## config.mk

```make
export PLATFORM = sky130hd
export DESIGN_NAME = cam_capture_rgb565_flat
export DESIGN_NICKNAME = d
export VERILOG_FILES = /design/src/rtl/cam_capture_rgb565_if.sv /design/src/rtl/cam_capture_rgb565.sv /design/src/flat_wrapper.sv
export SDC_FILE = /design/constraint.sdc
export NUM_CORES = 1
export LEC_CHECK = 0
export ABC_AREA = 0
export BUFFER_PORTS_ARGS = -buffer_cell sky130_fd_sc_hd__buf_2
export CAP_MARGIN = 20
export CELL_PAD_IN_SITES_DETAIL_PLACEMENT = 0
export CELL_PAD_IN_SITES_GLOBAL_PLACEMENT = 1
export CORE_MARGIN = 5
export CORE_UTILIZATION = 43
export CTS_BUF_LIST = sky130_fd_sc_hd__clkbuf_4
export CTS_CLUSTER_DIAMETER = 80
export DETAILED_ROUTE_END_ITERATION = 10
export GPL_TIMING_DRIVEN = 0
export PLACE_DENSITY = 0.73
export SLEW_MARGIN = 20
export SYNTH_ARGS = -nofsm -noshare
export SYNTH_HDL_FRONTEND = slang
export SYNTH_SLANG_ARGS = --single-unit
```

## constraint.sdc

```tcl
create_clock -name iClk -period 2.1 [get_ports iClk]
set_input_delay 0.315 -clock iClk [delete_from_list [all_inputs] [get_ports iClk]]
set_output_delay 0.315 -clock iClk [all_outputs]
set_load 0.02 [all_outputs]
```

## src/rtl/cam_capture_rgb565_if.sv

```systemverilog
// Write-port bus from the camera capture block into the CNN input buffer.
interface cam_capture_rgb565_if #(
  parameter int ADDR_W = 17
);
  logic              oWrEn;
  logic [ADDR_W-1:0] oWrAddr;
  logic [15:0]       oWrData;

  modport master (output oWrEn, output oWrAddr, output oWrData);
  modport slave  (input  oWrEn, input  oWrAddr, input  oWrData);
endinterface

```

## src/rtl/cam_capture_rgb565.sv

```systemverilog
// DVP camera capture: pairs bytes into RGB565, crops to DST_W x DST_H, writes raster-addressed words.
// Define CAM_BYTE_SWAP_EN for sensors that send the low byte of each pixel first.
module cam_capture_rgb565 #(
  parameter int SRC_W  = 640,
  parameter int SRC_H  = 480,
  parameter int DST_W  = 480,
  parameter int DST_H  = 272,
  parameter int X_OFF  = 80,
  parameter int Y_OFF  = 104,
  parameter int ADDR_W = 17
) (
  input  logic                        iClk,
  input  logic                        iRsn,
  input  logic                        iCapEn,
  input  logic                        iCamPclk,
  input  logic                        iCamVsync,
  input  logic                        iCamHref,
  input  logic [7:0]                  iCamData,
  cam_capture_rgb565_if.master        wr_bus,
  output logic                        oFrameDone,
  output logic                        oErr
);

  localparam int CW    = $clog2(SRC_W + 2) + 1;
  localparam int RW    = $clog2(SRC_H + 2) + 1;
  localparam int TOTAL = DST_W * DST_H;

  localparam logic [CW-1:0]     C_LO    = CW'(X_OFF);
  localparam logic [CW-1:0]     C_HI    = CW'(X_OFF + DST_W);
  localparam logic [CW-1:0]     C_SRC   = CW'(SRC_W);
  localparam logic [CW-1:0]     C_MAX   = {CW{1'b1}};
  localparam logic [RW-1:0]     R_LO    = RW'(Y_OFF);
  localparam logic [RW-1:0]     R_HI    = RW'(Y_OFF + DST_H);
  localparam logic [RW-1:0]     R_SRC   = RW'(SRC_H);
  localparam logic [RW-1:0]     R_MAX   = {RW{1'b1}};
  localparam logic [ADDR_W:0]   A_TOTAL = (ADDR_W + 1)'(TOTAL);
  localparam logic [ADDR_W:0]   A_ONE   = (ADDR_W + 1)'(1);

  typedef enum logic [1:0] {
    IDLE     = 2'd0,
    WAIT_SOF = 2'd1,
    ACTIVE   = 2'd2
  } state_t;

  state_t            r_state;
  state_t            w_state_nxt;
  logic [2:0]        r_pclk_s;
  logic [2:0]        r_vs_s;
  logic [1:0]        r_href_s;
  logic [7:0]        r_data_s1;
  logic [7:0]        r_data_s2;
  logic              r_href_prev;
  logic              r_phase;
  logic [7:0]        r_hi;
  logic [CW-1:0]     r_col;
  logic [RW-1:0]     r_row;
  logic [ADDR_W:0]   r_addr;
  logic              r_wr_en;
  logic [ADDR_W-1:0] r_wr_addr;
  logic [15:0]       r_wr_data;
  logic              r_done;
  logic              r_err;

  logic              w_pclk_rise;
  logic              w_vs_rise;
  logic              w_vs_fall;
  logic              w_href;
  logic              w_sof;
  logic              w_eof;
  logic              w_cap;
  logic              w_in_crop;
  logic              w_full;
  logic [15:0]       w_word;

  assign w_pclk_rise = r_pclk_s[1] & ~r_pclk_s[2];
  assign w_vs_rise   = r_vs_s[1] & ~r_vs_s[2];
  assign w_vs_fall   = ~r_vs_s[1] & r_vs_s[2];
  assign w_href      = r_href_s[1];
  // VSYNC rise wins over any byte event in the same cycle, so a coincident write is dropped
  assign w_cap       = (r_state == ACTIVE) && w_pclk_rise && !w_vs_rise;
  assign w_in_crop   = (r_col >= C_LO) && (r_col < C_HI) && (r_row >= R_LO) && (r_row < R_HI);
  assign w_full      = (r_addr == A_TOTAL);
`ifdef CAM_BYTE_SWAP_EN
  assign w_word      = {r_data_s2, r_hi};
`else
  assign w_word      = {r_hi, r_data_s2};
`endif

  // Two-flop synchronisers, with one extra stage on PCLK and VSYNC for edge detection
  always_ff @(posedge iClk or negedge iRsn) begin
    if (!iRsn) begin
      r_pclk_s  <= 3'b000;
      r_vs_s    <= 3'b000;
      r_href_s  <= 2'b00;
      r_data_s1 <= 8'h00;
      r_data_s2 <= 8'h00;
    end else begin
      r_pclk_s  <= {r_pclk_s[1:0], iCamPclk};
      r_vs_s    <= {r_vs_s[1:0], iCamVsync};
      r_href_s  <= {r_href_s[0], iCamHref};
      r_data_s1 <= iCamData;
      r_data_s2 <= r_data_s1;
    end
  end

  // Frame state register
  always_ff @(posedge iClk or negedge iRsn) begin
    if (!iRsn) begin
      r_state <= IDLE;
    end else begin
      r_state <= w_state_nxt;
    end
  end

  // Frame sequencing: start of frame on VSYNC fall, end of frame on VSYNC rise
  always_comb begin
    w_state_nxt = r_state;
    w_sof       = 1'b0;
    w_eof       = 1'b0;
    case (r_state)
      IDLE: begin
        if (w_vs_rise) w_state_nxt = WAIT_SOF;
        else           w_state_nxt = IDLE;
      end
      WAIT_SOF: begin
        if (w_vs_fall && iCapEn) begin
          w_state_nxt = ACTIVE;
          w_sof       = 1'b1;
        end else begin
          w_state_nxt = WAIT_SOF;
        end
      end
      ACTIVE: begin
        if (w_vs_rise) begin
          w_state_nxt = WAIT_SOF;
          w_eof       = 1'b1;
        end else begin
          w_state_nxt = ACTIVE;
        end
      end
      default: w_state_nxt = IDLE;
    endcase
  end

  // Byte pairing, line accounting, crop and buffer writes
  always_ff @(posedge iClk or negedge iRsn) begin
    if (!iRsn) begin
      r_href_prev <= 1'b0;
      r_phase     <= 1'b0;
      r_hi        <= 8'h00;
      r_col       <= {CW{1'b0}};
      r_row       <= {RW{1'b0}};
      r_addr      <= {(ADDR_W + 1){1'b0}};
      r_wr_en     <= 1'b0;
      r_wr_addr   <= {ADDR_W{1'b0}};
      r_wr_data   <= 16'h0000;
      r_done      <= 1'b0;
      r_err       <= 1'b0;
    end else begin
      r_wr_en <= 1'b0;
      r_done  <= w_eof;
      if (w_pclk_rise) r_href_prev <= w_href;
      if (w_sof) begin
        r_phase <= 1'b0;
        r_col   <= {CW{1'b0}};
        r_row   <= {RW{1'b0}};
        r_addr  <= {(ADDR_W + 1){1'b0}};
        r_err   <= 1'b0;
      end else if (w_eof) begin
        r_phase <= 1'b0;
        if (r_addr < A_TOTAL) r_err <= 1'b1;
      end else if (w_cap) begin
        if (w_href) begin
          if (r_row >= R_SRC) r_err <= 1'b1;
          if (!r_phase) begin
            r_hi    <= r_data_s2;
            r_phase <= 1'b1;
          end else begin
            r_phase <= 1'b0;
            if (r_col != C_MAX) r_col <= r_col + CW'(1);
            if (w_in_crop) begin
              if (w_full) begin
                r_err <= 1'b1;
              end else begin
                r_wr_en   <= 1'b1;
                r_wr_data <= w_word;
                r_wr_addr <= r_addr[ADDR_W-1:0];
                r_addr    <= r_addr + A_ONE;
              end
            end
          end
        end else begin
          r_phase <= 1'b0;
          if (r_href_prev) begin
            r_col <= {CW{1'b0}};
            if (r_row != R_MAX) r_row <= r_row + RW'(1);
            if (r_phase || (r_col != C_SRC)) r_err <= 1'b1;
          end
        end
      end
    end
  end

  assign wr_bus.oWrEn   = r_wr_en;
  assign wr_bus.oWrAddr = r_wr_addr;
  assign wr_bus.oWrData = r_wr_data;
  assign oFrameDone     = r_done;
  assign oErr           = r_err;

endmodule
```

## src/flat_wrapper.sv

```systemverilog
// flat-port wrapper written by rule: the top's interface ports become plain ports
module cam_capture_rgb565_flat 
#(
  parameter int SRC_W  = 640,
  parameter int SRC_H  = 480,
  parameter int DST_W  = 480,
  parameter int DST_H  = 272,
  parameter int X_OFF  = 80,
  parameter int Y_OFF  = 104,
  parameter int ADDR_W = 17
)
  (iClk, iRsn, iCapEn, iCamPclk, iCamVsync, iCamHref, iCamData, oFrameDone, oErr, wr_bus_oWrEn, wr_bus_oWrAddr, wr_bus_oWrData);
  cam_capture_rgb565_if #(.ADDR_W(ADDR_W)) wr_bus_i ();
  input  logic iClk;
  input  logic iRsn;
  input  logic iCapEn;
  input  logic iCamPclk;
  input  logic iCamVsync;
  input  logic iCamHref;
  input  logic [7:0] iCamData;
  output logic oFrameDone;
  output logic oErr;
  output wire logic [$bits(wr_bus_i.oWrEn)-1:0] wr_bus_oWrEn;
  output wire logic [$bits(wr_bus_i.oWrAddr)-1:0] wr_bus_oWrAddr;
  output wire logic [$bits(wr_bus_i.oWrData)-1:0] wr_bus_oWrData;
  assign wr_bus_oWrEn = wr_bus_i.oWrEn;
  assign wr_bus_oWrAddr = wr_bus_i.oWrAddr;
  assign wr_bus_oWrData = wr_bus_i.oWrData;
  cam_capture_rgb565 #(.SRC_W(SRC_W), .SRC_H(SRC_H), .DST_W(DST_W), .DST_H(DST_H), .X_OFF(X_OFF), .Y_OFF(Y_OFF), .ADDR_W(ADDR_W)) u_core (.iClk(iClk), .iRsn(iRsn), .iCapEn(iCapEn), .iCamPclk(iCamPclk), .iCamVsync(iCamVsync), .iCamHref(iCamHref), .iCamData(iCamData), .wr_bus(wr_bus_i), .oFrameDone(oFrameDone), .oErr(oErr));
endmodule
```

==> results.md <==
* Synth-to-Final Area Change at 18.9%
* Number of synthesized flops with an enable pin at 0
* Area of the multi-input gates at 2030 um2
* Number of diodes at 0
* Core Area at 11300 um2
* Die footprint at 13700 um2
* Die Y at 117 um
* Vias in the first global route at 3524
* Element type at the critical path end: flip-flop
* Antenna violations before repair at 0
* Clock skew at 0.0164 ns
* Final Cycle Share at 100%
* DRC at 0
* Bufs and invs on worst path at 0
* Sequential Area at 2790 um2
* Final net count at 576
* Cells after Synth at 470
* Most frequent cells in the layout: nand2_1, dfrtp_1, buf_2
* Clock buffer depth at 2
* Area of the mapped netlist at 4910 um2
* Row count at 39
* Yosys cell types at 61
* Initial core utilization at 43.4%
* Status: finished, violations left
* Final Hold Viols at 0
* Die Wd at 117 um
* Family with the most delay on the worst path: simple AND/OR/NAND/NOR gates
* Port bufs at 49
* Startpoint Class: flip-flop
* Maximum level of the CTS H-tree at 3
* Synth async-reset ratio at 100%
* Final setup fails at 1
* Critical path fanouts, max at 7
* Wire per inst at 14.9 um
* VDD IR max at 0.000386 V
* Comb pwr share at 9.1%
* CTS sink count at 111
* Slew Viols, Final at 0
* CP Cell Sequence: a2111o_1, a22oi_2, and4_4, nand3_4, or4_4, nand2_2
* CTS buffer count at 9
* WP data arrival at 2.55 ns
* Clk Latency, worst-skew pair at 0.49 ns
* Seq/Total Area, Yosys at 56.6%
* Synth Register Bits at 111
* Switching Fraction at 27.8%
* P per Cell Area at 630 nW/um2
* Syn_nets at 489
* DR pass1 iterations at 4
* Max_slew headroom at 66.8%
* Reg power frac at 64.2%
* CP required at 2.55 ns
* GPL Wtd Cong at 0.850
* Area leader, netlist: dfrtp_1
* Worst hold-check path type: input port to flip-flop
* Fill count at 1064
* Fin worst setup slack at -0.00295 ns
* Placed cell count at 663
* Vias per Instance at 5.16
* Max frequency at 476 MHz
* GRT Util Overall at 16.7%
* Largest net degree at the start of global routing at 65
* Antenna Nets Post-Route at 0
* Fin cells at 705
* Met3 Use GR at 3.39%
* Reg clk slew, reported paths at 0.18 ns
* First-pass GRT wire length at 17.7 mm
* M1 GR Usage at 23.7%
* Psw at 0.00102 W
* Synth Area per Inst at 10.4 um2
* M2 GR Usage at 24.9%
* CTS tree: done
* CP max stage delay at 0.54 ns
* Crit path max-delay cell type: or4_4
* Share of cells above drive strength 1 at 24.7%
* Top_reg_cell synth: dfrtp_1
* Vias at 3638
* Post-synth top area share at 56.6%
* GRT overflow at 0
* Most common cell after layout, fill and taps aside: nand2_1
* GRT busiest layer: met2
* Yosys warning total at 0
* Failing checks: negative setup slack
* Placed wire-length estimate at 7.07 mm
* Drt initial violations at 190
* Root buffer cell: clkbuf_4
* Max Cap Viol at 0
* Clock power share at 26.7%
* Detailed Route WL at 10.5 mm
* Leading post-synthesis cells by cell area: dfrtp_1, nand2_1, nor2_1
* RSZ-0062 raised after global routing: yes
* Setup TNS at -0.00295 ns
* Pint at 0.00266 W
* Critical path type: flip-flop to flip-flop
* Slew of the pin with the lowest slew margin at 0.494 ns
* Ports at 50
* Min Clock Period, post-route at 2.10 ns
* Leakage at 2.85 nW
[kinds of logic (layout without fill, tap and decap cells)]
logic type	after synthesis	count (layout)	synth area share (%)
AOI/OAI and AO/OA	50	50	7.16
xor gates and xnor gates	24	24	4.28
adders and majority gates	5	5	1.27
buffers and inverters	28	120	4.08
DFF	111	111	56.6
muxes	11	11	2.47
and+or+nand+nor	241	241	24.1
[cells in the mapped netlist, types with 2 or more instances]
| cell type | number |
|---|---|
| a41o_1 | 2 |
| or4_1 | 2 |
| nand2b_1 | 3 |
| o21ai_0 | 20 |
| nand3_1 | 16 |
| and4_1 | 3 |
| nor3_1 | 18 |
| a21oi_1 | 6 |
| dfrtp_1 | 111 |
| nand2_1 | 111 |
| nor4_2 | 2 |
| and2_1 | 2 |
| o31ai_1 | 2 |
| buf_1 | 2 |
| clkbuf_1 | 3 |
| buf_12 | 3 |
| o2111ai_1 | 3 |
| nor2b_1 | 3 |
| nor2_1 | 44 |
| ha_1 | 5 |
| a31oi_1 | 2 |
| or3_1 | 3 |
| nand4_1 | 12 |
| xor2_1 | 9 |
| nor4b_1 | 3 |
| o31a_1 | 2 |
| mux2i_1 | 2 |
| buf_2 | 4 |
| xnor2_1 | 15 |
| and3_1 | 6 |
| buf_6 | 5 |
| mux2_2 | 9 |
| inv_1 | 9 |
[what timing repair did]
| action | in CTS | in global routing |
|---|---|---|
| hold buffers | 12 | 0 |
| pin swaps | 4 | 15 |
| hold endpoints to repair | 58 | 0 |
| buffers inserted | 7 | 8 |
| endpoints found under the setup margin | 67 | 67 |
| gates resized for setup | 13 | 25 |
[sequential cells by signal, indices dropped and copies added (netlist names)]
signal                 cells
u_core.r_addr             18
u_core.wr_bus.oWrAddr     17
u_core.wr_bus.oWrData     16
u_core.r_col              11
u_core.r_row              10
u_core.r_data_s1           8
u_core.r_data_s2           8
u_core.r_hi                8
u_core.r_pclk_s            3
u_core.r_vs_s              3
u_core.r_href_s            2
u_core.r_state             2
u_core.oErr                1
u_core.oFrameDone          1
u_core.r_href_prev         1
u_core.r_phase             1
u_core.wr_bus.oWrEn        1
[worst reg2reg max path, delay by kind of cell, from the launching register on]
family	cells	cell delay (ns)
flip-flops	1	0.48
AO/OA/AOI/OAI	2	0.59
AND/OR/NAND/NOR	4	1.01
[cell type report]
type	instances	share of cell area [%]
sequential	111	47.7
clock buffer	9	1.16
buffer	17	3.04
timing repair buffer	77	8.77
clock inverter	7	0.793
tap	143	3.06
multi-input combinational	331	34.8
inverter	10	0.686
[through the flow]
| step | hold WS (ns) | area, um2 | total power (W) | util (%) | worst slack (ns) |
|---|---|---|---|---|---|
| after floorplan | 0.0194 | 4910 | 0.00255 | - | 0.119 |
| after global placement | 0.332 | 5330 | 0.00267 | 47.1 | -0.585 |
| after detailed placement | 0.283 | 5370 | 0.00268 | 47.4 | -0.558 |
| after CTS | 0.154 | 5700 | 0.00370 | 50.4 | 0.00109 |
| after global routing | 0.186 | 5840 | 0.00387 | 51.6 | -0.0820 |
| final | 0.188 | 5840 | 0.00368 | 51.6 | -0.00295 |
[power by group through the flow]
stage          Clock (W)  Combinational (W)  Sequential, W
6_report        0.000983           0.000333        0.00236
4_1_cts          0.00102           0.000325        0.00236
3_3_place_gp           0           0.000271        0.00239
2_1_floorplan          0           0.000181        0.00237
5_1_grt          0.00111           0.000377        0.00238
3_5_place_dp           0           0.000288        0.00240
[worst paths after layout]
kind	start	endpoint	slack (ns)	cells past startpoint
setup reg to reg	u_core.r_col[4]	u_core.r_addr[13]	-0.003	6
min in group asynchronous	iRsn	u_core.wr_bus.oWrAddr[4]	0.32	2
max in group asynchronous	iRsn	u_core.r_data_s2[6]	1.13	3
setup / recovery	u_core.r_col[4]	u_core.r_addr[13]	-0.003	6
hold reg to reg	u_core.r_href_s[0]	u_core.r_href_s[1]	0.37	0
hold / removal	iCapEn	u_core.r_state[0]	0.19	4
[layer usage]
metal	wire length, um	up-vias	part of all wire (%)
met1	5040	1773	48
met2	4820	58	46
met5	0	-	0
li1	-	1789	-
met4	265	0	2.5
met3	364	18	3.5
Note: power is estimated with default switching activity, not from simulation.
